--- config.mk ---
export PLATFORM = sky130hd
export DESIGN_NAME = register_file
export DESIGN_NICKNAME = d
export VERILOG_FILES = /design/src/rtl/register_file.sv
export SDC_FILE = /design/constraint.sdc
export NUM_CORES = 1
export LEC_CHECK = 0
export ABC_CLOCK_PERIOD_IN_PS = 3900
export CAP_MARGIN = 20
export CORE_ASPECT_RATIO = 1.75
export CORE_MARGIN = 2
export CORE_UTILIZATION = 55
export CTS_BUF_LIST = sky130_fd_sc_hd__clkbuf_2
export CTS_CLUSTER_DIAMETER = 80
export DETAILED_ROUTE_END_ITERATION = 7
export HOLD_SLACK_MARGIN = 0.15
export PLACE_DENSITY_LB_ADDON = 0.05
export REMOVE_ABC_BUFFERS = 1
export SLEW_MARGIN = 10
export SYNTH_ARGS = -nofsm -noshare
export SYNTH_HDL_FRONTEND = slang
export SYNTH_SLANG_ARGS = --single-unit
--- constraint.sdc ---
create_clock -name clk -period 3.9 [get_ports clk]
set_input_delay 0.78 -clock clk [delete_from_list [all_inputs] [get_ports clk]]
set_output_delay 0.78 -clock clk [all_outputs]
set_load 0.02 [all_outputs]
--- src/rtl/register_file.sv ---
// Register file next to the ALU: two combinational read ports, one write-back port, a flag
// register and a two-cycle swap sequencer. Define REGFILE_WRITE_BYPASS_EN for write-to-read bypass.
`timescale 1ns/1ps

module register_file #(
    parameter int unsigned DATA_BUS_WIDTH = 8,
    parameter int unsigned NUM_REGS       = 4,
    parameter int unsigned ADDR_WIDTH     = $clog2(NUM_REGS)
) (
    input  logic                      clk,
    input  logic                      rst,

    input  logic [ADDR_WIDTH-1:0]     rd_addr1,
    output logic [DATA_BUS_WIDTH-1:0] rd_data1,
    input  logic [ADDR_WIDTH-1:0]     rd_addr2,
    output logic [DATA_BUS_WIDTH-1:0] rd_data2,

    input  logic                      wr_en,
    input  logic [ADDR_WIDTH-1:0]     wr_addr,
    input  logic [DATA_BUS_WIDTH-1:0] wr_data,

    // Flag bit order is {alu_carry, alu_zero}.
    input  logic                      flag_we,
    input  logic [1:0]                flag_in,
    output logic [1:0]                flag_out,

    input  logic                      swap_req,
    input  logic [ADDR_WIDTH-1:0]     swap_a,
    input  logic [ADDR_WIDTH-1:0]     swap_b,
    output logic                      busy
);

    typedef enum logic [1:0] {
        StIdle,
        StSwap1,
        StSwap2
    } state_e;

    state_e                    state_q;
    logic [DATA_BUS_WIDTH-1:0] regs_q [NUM_REGS];
    logic [DATA_BUS_WIDTH-1:0] temp_q;
    logic [ADDR_WIDTH-1:0]     swap_b_q;
    logic [1:0]                flag_q;
    logic                      busy_q;
    logic                      wr_fire;

    // A swap request in the same idle cycle takes the write port, so the write-back is lost.
    assign wr_fire = wr_en && (state_q == StIdle) && !swap_req;

    always_ff @(posedge clk or posedge rst) begin
        if (rst) begin
            for (int unsigned i = 0; i < NUM_REGS; i++) begin
                regs_q[i] <= '0;
            end
            temp_q   <= '0;
            swap_b_q <= '0;
            flag_q   <= '0;
            busy_q   <= 1'b0;
            state_q  <= StIdle;
        end else begin
            if (flag_we) begin
                flag_q <= flag_in;
            end
            unique case (state_q)
                StIdle: begin
                    if (swap_req) begin
                        temp_q         <= regs_q[swap_a];
                        regs_q[swap_a] <= regs_q[swap_b];
                        swap_b_q       <= swap_b;
                        busy_q         <= 1'b1;
                        state_q        <= StSwap1;
                    end else if (wr_fire) begin
                        regs_q[wr_addr] <= wr_data;
                    end
                end
                StSwap1: begin
                    regs_q[swap_b_q] <= temp_q;
                    busy_q           <= 1'b0;
                    state_q          <= StSwap2;
                end
                StSwap2: begin
                    busy_q  <= 1'b0;
                    state_q <= StIdle;
                end
                default: begin
                    busy_q  <= 1'b0;
                    state_q <= StIdle;
                end
            endcase
        end
    end

    always_comb begin
        rd_data1 = regs_q[rd_addr1];
        rd_data2 = regs_q[rd_addr2];
`ifdef REGFILE_WRITE_BYPASS_EN
        if (wr_fire && (rd_addr1 == wr_addr)) begin
            rd_data1 = wr_data;
        end
        if (wr_fire && (rd_addr2 == wr_addr)) begin
            rd_data2 = wr_data;
        end
`endif
    end

    assign flag_out = flag_q;
    assign busy     = busy_q;

endmodule

==> impl_metrics.env, run 1 <==
export IMPL_ant_nets=0
export IMPL_final_util=0.655
export IMPL_ys_warn_count=0
export IMPL_crit_type="primary input to output port"
export IMPL_synthCells=261
export IMPL_crit_buf_inv=2
export IMPL_grt_setup_unrepaired="false"
export IMPL_antenna_found_initial=0
export IMPL_synthTopCellsByArea="dfrtp_1 36%, mux4_2 20%, mux2_2 7.7%"
export IMPL_hold_viol=0
export IMPL_synth_xor_area_frac=0
export IMPL_critPathMaxFanout=8
export IMPL_status="complete, no violations"
export IMPL_ys_flop_type="dfrtp_1"
export IMPL_setup_tns_ns=0
export IMPL_arrival_ns=2.58
export IMPL_synth_compound_area_frac=0.145
export IMPL_layout_setup_ws_ns=0.537
export IMPL_die_area_sq_mm=0.00654
export IMPL_synth_edf_count=0
export IMPL_grt_usage=0.302
export IMPL_numCtsBuffers=5
export IMPL_io_pins=44
export IMPL_peakVddDrop_uv=284
export IMPL_core_sq_mm=0.00579
export IMPL_worstPathCellList="clkdlybuf4s50_1, mux4_2, clkdlybuf4s50_1"
export IMPL_area_growth_pct=17.2
export IMPL_synthSimpleGateAreaFrac=0.121
export IMPL_holdBufCountCts=0
export IMPL_dp_cells=371
export IMPL_crit_top_cell="clkdlybuf4s50_1"
export IMPL_max_slew_worst_pin_slew_ns=0.941
export IMPL_postCtsSetupRepairBufs=0
export IMPL_crit_required_ns=3.12
export IMPL_clock_path_buffers=2
export IMPL_critPathMaxStageDelay_ns=0.84
export IMPL_fin_cells=380
export IMPL_yosysMostFrequentCell="dfrtp_1"
export IMPL_synthMuxAreaShare=0.321
export IMPL_grt_pass1_wl_mm=13.9
export IMPL_clock_fmax_mhz=297
export IMPL_rows=37
export IMPL_drtIter0Drc=249
export IMPL_critPathSlowestCell="clkdlybuf4s50_1"
export IMPL_die_h_microns=105
export IMPL_cts_tree="done"
export IMPL_synth_top_area_share=0.363
export IMPL_wl_per_cell_microns=23.9
export IMPL_crit_path_end_kind="output port"
export IMPL_layout_drive_gt1_share=0.272
export IMPL_vias_per_cell=6.91
export IMPL_clkTransAtPathRegs_ns=0.24
export IMPL_dp_hpwl_mm=6.33
export IMPL_ys_ff_latch=47
export IMPL_antenna_cells=0
export IMPL_synth_common_cells="47 x dfrtp_1, 29 x mux4_2, 22 x mux2_2, 19 x nor3_1, 16 x a222oi_1"
export IMPL_drv_cap=0
export IMPL_fill_cells=464
export IMPL_grt_overflow=0
export IMPL_synthArstFlopShare=1.00
export IMPL_cts_resized=0
export IMPL_nets=326
export IMPL_setup_viol=0
export IMPL_hold_path_class="register to register"
export IMPL_synthDistinctLibCells=39
export IMPL_gp_congestion=0.882
export IMPL_grt_pass1_vias=2515
export IMPL_port_buffers=43
export IMPL_synthAdderAreaFrac=0
export IMPL_finalClockSkew_ns=0.0120
export IMPL_dr_pass1_iters=5
export IMPL_vias=2626
export IMPL_start_kind="primary input"
export IMPL_cp_top_family="buffers and inverters"
export IMPL_yosysSeqAreaShare=0.363
export IMPL_fp_dieW_microns=62.0
export IMPL_min_period_over_period=0.862
export IMPL_min_period_ns=3.36
export IMPL_netlist_area_sq_mm=0.00324
export IMPL_route_final_wire_length_mm=9.10
export IMPL_insertion_delay_ns=0.48
export IMPL_synth_top_family_by_area="multiplexers"
export IMPL_drv_slew=0
export IMPL_cts_htree_levels=2
export IMPL_root_buffer="clkbuf_2"
export IMPL_drc=0
export IMPL_synth_top_cell_by_area="dfrtp_1"
export IMPL_dp_slack_ns=0.542
export IMPL_grt_max_degree=48
export IMPL_syn_avg_cell_area_sq_um=12.4
export IMPL_powerDensity_mw_per_mm2=448
export IMPL_start_util=0.559
export IMPL_cts_sinks=47
export IMPL_leakagePower_nw=1.48
export IMPL_max_slew_margin=0.368
## cells in the final DEF, fill, tap and decap left out, types with 8 or more instances in the layout
master           count
o21ai_0              8
buf_4               11
mux2_2              22
nand2_1             10
dfrtp_1             47
nand2b_1            10
a221o_1             10
nor3_1              19
mux4_2              29
inv_1                8
a21oi_1             10
nor2_1               9
clkdlybuf4s50_1     43
a222oi_1            16
## registers in the layout (all words and copies together) (netlist names)
| name | count |
|---|---|
| regs_q | 32 |
| state_q | 2 |
| swap_b_q | 2 |
| flag_out | 2 |
| temp_q | 8 |
| busy | 1 |
## path summary, 6_finish.rpt
check | from | end | slack, ns | depth (start not counted)
setup / recovery | rd_addr2[1] | rd_data2[1] | 0.54 | 3
hold / removal | flag_out[0] | flag_out[0] | 0.55 | 1
setup reg to reg | state_q[0] | regs_q[18] | 1.54 | 5
hold reg to reg | flag_out[0] | flag_out[0] | 0.55 | 1
max in group asynchronous | rst | regs_q[27] | 2.84 | 3
min in group asynchronous | rst | regs_q[5] | 0.57 | 2
## logic make-up after synthesis
kind of cell    count (synthesis)
simple gates                   65
compound gates                 58
buf+inv                        31
mux                            60
flops                          47
## metrics by stage
stage | hold slack (ns) | area, sq um | total power, W
floorplan | 0.493 | 3110 | 0.00120
global placement | 0.491 | 3730 | 0.00146
detailed placement | 0.501 | 3730 | 0.00148
CTS | 0.551 | 3770 | 0.00170
global route | 0.573 | 3790 | 0.00179
finish | 0.546 | 3790 | 0.00170
## layout make-up
type | instances | area (sq um) | area share
multi-input combinational | 183 | 1910 | 0.503
sequential | 47 | 1180 | 0.310
timing repair buffer | 55 | 533 | 0.141
tap | 78 | 97.6 | 0.0257
inverter | 9 | 33.8 | 0.00891
clock buffer | 5 | 25.0 | 0.00660
clock inverter | 3 | 20.0 | 0.00528
## power breakdown
part           total (W)  switching [W]  internal [W]
logic           0.000702       0.000324      0.000378
clock network   0.000217       0.000175     0.0000422
registers       0.000780       0.000166      0.000613
## layer usage
layer | part of all wire | wire length (microns) | global-route usage | vias to the layer above
met5 | 0 | 0 | 0 | -
met4 | 0.022 | 201 | 0.0988 | 0
met3 | 0.055 | 498 | 0.0429 | 12
met2 | 0.53 | 4820 | 0.472 | 110
met1 | 0.39 | 3570 | 0.427 | 1343
li1 | - | - | - | 1161
Power figures use the tool's default switching activity.
==> inputs of run 2 (changes only) <==
CORE_UTILIZATION = 35   (was 55)
==> run 2 against run 1 <==
Count of clock-buffer cells in the layout rose by 2. Utilization fell by 23 points. Critical path depth did not move. Sequential cell count did not move. Clock skew rose by 0.012 ns. Combinational power rose by 3%. Largest power group unchanged.
==> impl_metrics.env, run 2 (synthesized netlist as in run 1, its figures left out) <==
export IMPL_final_common_cell="dfrtp_1"
export IMPL_dr_pass1_iters=6
export IMPL_regMostFlops="regs_q"
export IMPL_grt_overflow=0
export IMPL_hold_path_class="register to register"
export IMPL_core_sq_mm=0.00904
export IMPL_clock_fmax_mhz=297
export IMPL_whs_path_depth=1
export IMPL_holdBufCountCts=0
export IMPL_final_util=0.428
export IMPL_critPathMaxFanout=8
export IMPL_rows=46
export IMPL_drv_slew=0
export IMPL_arrival_ns=2.58
export IMPL_root_buffer="clkbuf_2"
export IMPL_largest_reg_flops=32
export IMPL_cts_htree_levels=2
export IMPL_layout_cells_most_common_list="47 x dfrtp_1, 43 x clkdlybuf4s50_1, 29 x mux4_2"
export IMPL_nets=329
export IMPL_numCtsBuffers=5
export IMPL_start_kind="primary input"
export IMPL_io_pins=44
export IMPL_grt_usage=0.214
export IMPL_dp_hpwl_mm=7.43
export IMPL_reg_top3="regs_q x32, temp_q x8"
export IMPL_final_area_sq_mm=0.00386
export IMPL_fin_total_pwr_w=0.00171
export IMPL_layout_drive_gt1_share=0.279
export IMPL_clkTransAtPathRegs_ns=0.22
export IMPL_grt_pass1_wl_mm=16.0
export IMPL_layout_setup_ws_ns=0.537
export IMPL_antenna_found_initial=1
export IMPL_min_period_over_period=0.862
export IMPL_die_h_microns=131
export IMPL_min_period_ns=3.36
export IMPL_crit_path_end_kind="output port"
export IMPL_vias=2629
export IMPL_crit_required_ns=3.12
export IMPL_area_growth_pct=19.5
export IMPL_dp_slack_ns=0.537
export IMPL_grt_pass1_vias=2629
export IMPL_gp_congestion=0.765
export IMPL_cts_sinks=47
export IMPL_cts_tree="done"
export IMPL_drtIter0Drc=251
export IMPL_postCtsSetupRepairBufs=0
export IMPL_fill_cells=890
export IMPL_status="complete, no violations"
export IMPL_start_util=0.358
export IMPL_multiInputGateArea_sq_mm=0.00191
export IMPL_worstPathCellList="clkdlybuf4s50_1, mux4_2, clkdlybuf4s50_1"
export IMPL_wl_per_cell_microns=24.7
export IMPL_vias_per_cell=6.17
export IMPL_hold_viol=0
export IMPL_fp_dieW_microns=76.7
export IMPL_peakVddDrop_uv=242
export IMPL_worstRegToRegCells=4
export IMPL_route_final_wire_length_mm=10.5
export IMPL_port_buffers=43
export IMPL_critPathMaxStageDelay_ns=0.84
export IMPL_seqCellArea_sq_mm=0.00118
export IMPL_crit_top_cell="clkdlybuf4s50_1"
export IMPL_cts_resized=0
export IMPL_drc=0
export IMPL_insertion_delay_ns=0.46
export IMPL_grt_max_degree=30
export IMPL_crit_type="primary input to output port"
export IMPL_setup_tns_ns=0
export IMPL_max_slew_margin=0.282
export IMPL_ant_nets=0
export IMPL_leakagePower_nw=1.50
export IMPL_finalClockSkew_ns=0.0241
export IMPL_postPlaceCellArea_sq_mm=0.00382
export IMPL_clock_path_buffers=2
export IMPL_grt_setup_unrepaired="false"
export IMPL_setup_viol=0
export IMPL_critical_path_depth=3
export IMPL_cp_top_family="buffers and inverters"
export IMPL_crit_buf_inv=2
export IMPL_drv_cap=0
export IMPL_powerDensity_mw_per_mm2=443
export IMPL_max_slew_worst_pin_slew_ns=1.07
export IMPL_die_area_sq_mm=0.0101
export IMPL_critPathSlowestCell="clkdlybuf4s50_1"
## run 2: cell count changes in the layout (fill, tap and decap cells not counted), sizes merged
| cell | change |
|---|---|
| clkbuf | +2 |
| diode | +1 |
| clkinvlp | -2 |
| buf | +3 |
## run 2: layer usage
metal / part of all wire / track usage / wire length, microns / up-vias
met1: 0.40 / 0.264 / 4210 / 1341
met4: 0.033 / 0.0980 / 352 / 0
met2: 0.52 / 0.366 / 5510 / 93
met5: 0 / 0 / 0 / -
met3: 0.042 / 0.0309 / 446 / 22
li1: - / - / - / 1173
## run 2: worst paths after layout
kind	endpoint	from	slack, ns
max	rd_data1[0]	rd_addr1[1]	0.54
min	flag_out[1]	flag_out[1]	0.55
max reg2reg	regs_q[29]	state_q[0]	1.49
min reg2reg	flag_out[1]	flag_out[1]	0.55
max in group asynchronous	regs_q[10]	rst	2.76
min in group asynchronous	regs_q[25]	rst	0.59
## run 2: final cells by class
type | instances | share of cell area
Antenna cell | 1 | 0.000647
Clock buffer | 7 | 0.00906
Clock inverter | 1 | 0.00129
Inverter | 9 | 0.00874
Multi-Input combinational cell | 183 | 0.493
Sequential cell | 47 | 0.304
Tap cell | 120 | 0.0388
Timing Repair Buffer | 58 | 0.144
## run 2: worst reg2reg max path: cells and delay by family (launching register included)
| kind | cells | cell delay, ns |
|---|---|---|
| flops | 1 | 0.61 |
| simple gates | 1 | 0.94 |
| buf+inv | 1 | 0.21 |
| compound gates | 2 | 0.55 |
## run 2: report_power, final
part / total [W] / switching [W] / internal [W]
Sequential: 0.000777 / 0.000164 / 0.000613
Combinational: 0.000721 / 0.000338 / 0.000383
Clock: 0.000214 / 0.000165 / 0.0000488
Total: 0.00171 / 0.000667 / 0.00104
## run 2: per-stage QoR
stage                     hold WS [ns]  cells
after floorplan                  0.493    239
after global routing             0.576    426
after global placement           0.492    416
final                            0.550    426
after CTS                        0.559    425
after detailed placement         0.508    417
==> RTL edit (flow settings as in run 2) <==
Add an input register stage for `wr_en`, `flag_we`, `flag_in`, `swap_req`, `swap_a` and `swap_b`; this delays them by one clock. The other inputs are not delayed to match.
--- a/src/rtl/register_file.sv
+++ b/src/rtl/register_file.sv
@@ -36,6 +36,22 @@
         StSwap2
     } state_e;
 
+    logic wr_en_q;
+    logic flag_we_q;
+    logic [1:0] flag_r;
+    logic swap_req_q;
+    logic [ADDR_WIDTH-1:0] swap_a_q;
+    logic [ADDR_WIDTH-1:0] swap_b_r;
+
+    always_ff @(posedge clk) begin
+        wr_en_q    <= wr_en;
+        flag_we_q  <= flag_we;
+        flag_r     <= flag_in;
+        swap_req_q <= swap_req;
+        swap_a_q   <= swap_a;
+        swap_b_r   <= swap_b;
+    end
+
     state_e                    state_q;
     logic [DATA_BUS_WIDTH-1:0] regs_q [NUM_REGS];
     logic [DATA_BUS_WIDTH-1:0] temp_q;
@@ -45,7 +61,7 @@
     logic                      wr_fire;
 
     // A swap request in the same idle cycle takes the write port, so the write-back is lost.
-    assign wr_fire = wr_en && (state_q == StIdle) && !swap_req;
+    assign wr_fire = wr_en_q && (state_q == StIdle) && !swap_req_q;
 
     always_ff @(posedge clk or posedge rst) begin
         if (rst) begin
@@ -58,15 +74,15 @@
             busy_q   <= 1'b0;
             state_q  <= StIdle;
         end else begin
-            if (flag_we) begin
-                flag_q <= flag_in;
+            if (flag_we_q) begin
+                flag_q <= flag_r;
             end
             unique case (state_q)
                 StIdle: begin
-                    if (swap_req) begin
-                        temp_q         <= regs_q[swap_a];
-                        regs_q[swap_a] <= regs_q[swap_b];
-                        swap_b_q       <= swap_b;
+                    if (swap_req_q) begin
+                        temp_q         <= regs_q[swap_a_q];
+                        regs_q[swap_a_q] <= regs_q[swap_b_r];
+                        swap_b_q       <= swap_b_r;
                         busy_q         <= 1'b1;
                         state_q        <= StSwap1;
                     end else if (wr_fire) begin
Function: changed (Yosys sat finds a counterexample within 4 cycles, from zero or initial values and one cycle with rst high).
==> RTL edit against run 2 <==
Highest routed layer unchanged; sequential cell count is 9 higher; routed wire length is 1.4% higher; critical path type unchanged; setup slack worse by 0.090 ns; total power is 6.1% lower; critical path depth stayed put; via count is 1.3% higher; cell area is 5.1% higher; combinational power is 27% lower; fmax is 2.6% lower; non-clock buffer count is 2 lower; synthesized area is 5.3% higher; critical endpoint unchanged; register-to-register slack worse by 0.09 ns.
==> RTL edit: results (changes against run 2) <==
[outcome]
status = finished clean  ; unchanged

[grt]
antenna_found_initial = 1  ; unchanged
track_usage = 0.213  ; was 0.214
grt_pass1_wl_mm = 16.4  ; was 16.0 mm
grt_max_degree = 33  ; was 30

[synth]
synthTopCellsByArea = dfrtp_1 35%, mux4_2 20%, a222oi_1 7.3%  ; was dfrtp_1 36%, mux4_2 20%, mux2_2 7.7%
synth_seq_area_share = 0.398  ; was 0.363
ys_warn_count = 0  ; unchanged
async_reset_ff_frac = 0.839  ; was 1.00
ys_types = 39  ; unchanged
synth_common_cells = 47 x dfrtp_1, 31 x mux4_2, 25 x a222oi_1  ; was 47 x dfrtp_1, 29 x mux4_2, 22 x mux2_2

[worst_setup_path]
crit_arrival_ns = 2.67  ; was 2.58 ns
cp_max_fo = 6  ; was 8

[clock_network]
cts_made_buffers = 5  ; unchanged
clkTransAtPathRegs_ns = 0.29  ; was 0.22 ns
post_cts_buffers = 0  ; unchanged
cts.path.max_buffers = 2  ; unchanged
root_buffer = clkbuf_2  ; unchanged
clock_latency_ns = 0.48  ; was 0.46 ns
cts_resized = 0  ; unchanged
cts-htree-levels = 2  ; unchanged

[timing]
slew_headroom = 0.348  ; was 0.282
final.setup_skew_ns = 0.0122  ; was 0.0241 ns

[place]
hpwl_mm = 7.05  ; was 7.43 mm
gp_congestion = 0.798  ; was 0.765
numPortBuffers = 43  ; unchanged
pre_cts_ws_ns = 0.439  ; was 0.537 ns

[layout]
drive_gt1_frac = 0.272  ; was 0.279
reg_top3 = regs_q x32, temp_q x8  ; unchanged
fin_nets = 325  ; was 329

[routing]
post_drt_wl_per_cell_um = 25.2  ; was 24.7 um
drt_iter0_markers = 373  ; was 251
via_count = 2664  ; was 2629
firstDrtPassIters = 7  ; was 6

[hold_path]
min_path_type = reg -> reg  ; unchanged

[power_and_ir_drop]
p_leak_nw = 1.63  ; was 1.50 nW
vdd_drop_max_uv = 228  ; was 242 uV

-- RTL edit: cells by family (layout without fill, tap and decap cells) --
family | Yosys count | in the layout | synth area share
multiplexers | 68 | 68 | 0.326
flip-flops | 56 | 56 | 0.398
other | 0 | 1 | 0
AO/OA/AOI/OAI | 50 | 50 | 0.129
AND/OR/NAND/NOR | 43 | 43 | 0.0943
buffers and inverters | 39 | 84 | 0.0521
-- RTL edit: critical path, cell delays in order --
cell and delay [ns]:
clkdlybuf4s50_1 0.78, mux4_2 0.56, clkdlybuf4s50_1 0.55
-- RTL edit: stage by stage --
step / instance area, um^2 / instances
floorplan: 3310 / 237
global placement: 3990 / 415
detailed placement: 3990 / 415
CTS: 4060 / 423
global route: 4060 / 424
finish: 4060 / 424
-- RTL edit: report_power, final --
| part | leakage, nW | total [W] | switching (W) | internal (W) |
|---|---|---|---|---|
| registers | 0.709 | 0.000776 | 0.000113 | 0.000663 |
| logic | 0.879 | 0.000528 | 0.000256 | 0.000272 |
| clock network | 0.0390 | 0.000305 | 0.000198 | 0.000107 |
-- RTL edit: path summary, 6_finish.rpt --
| kind | start | to | slack, ns | depth (start not counted) |
|---|---|---|---|---|
| worst max-delay path | rd_addr1[1] | rd_data1[0] | 0.45 | 3 |
| worst min-delay path | flag_r[0] | flag_out[0] | 0.50 | 1 |
| worst max register to register | state_q[0] | regs_q[8] | 1.40 | 5 |
| worst min register to register | flag_r[0] | flag_out[0] | 0.50 | 1 |
| max in group asynchronous | rst | regs_q[5] | 2.48 | 3 |
| min in group asynchronous | rst | regs_q[8] | 0.68 | 2 |
-- RTL edit: layout make-up --
class | count | area, um^2
tap | 122 | 153
sequential | 56 | 1360
fill | 942 | 5400
multi-input combinational | 161 | 1880
inverter | 20 | 75.1
clock inverter | 3 | 42.5
timing repair buffer | 56 | 528
clock buffer | 5 | 25.0
antenna | 1 | 2.50
-- RTL edit: routing by layer --
metal  GRT usage  vias to the layer above  routed length [um]
li1            -                     1146                   -
met1       0.258                     1365                4170
met2       0.368                      124                5470
met3      0.0281                       29                 601
met4       0.105                        0                 432
met5           0                        -                   0
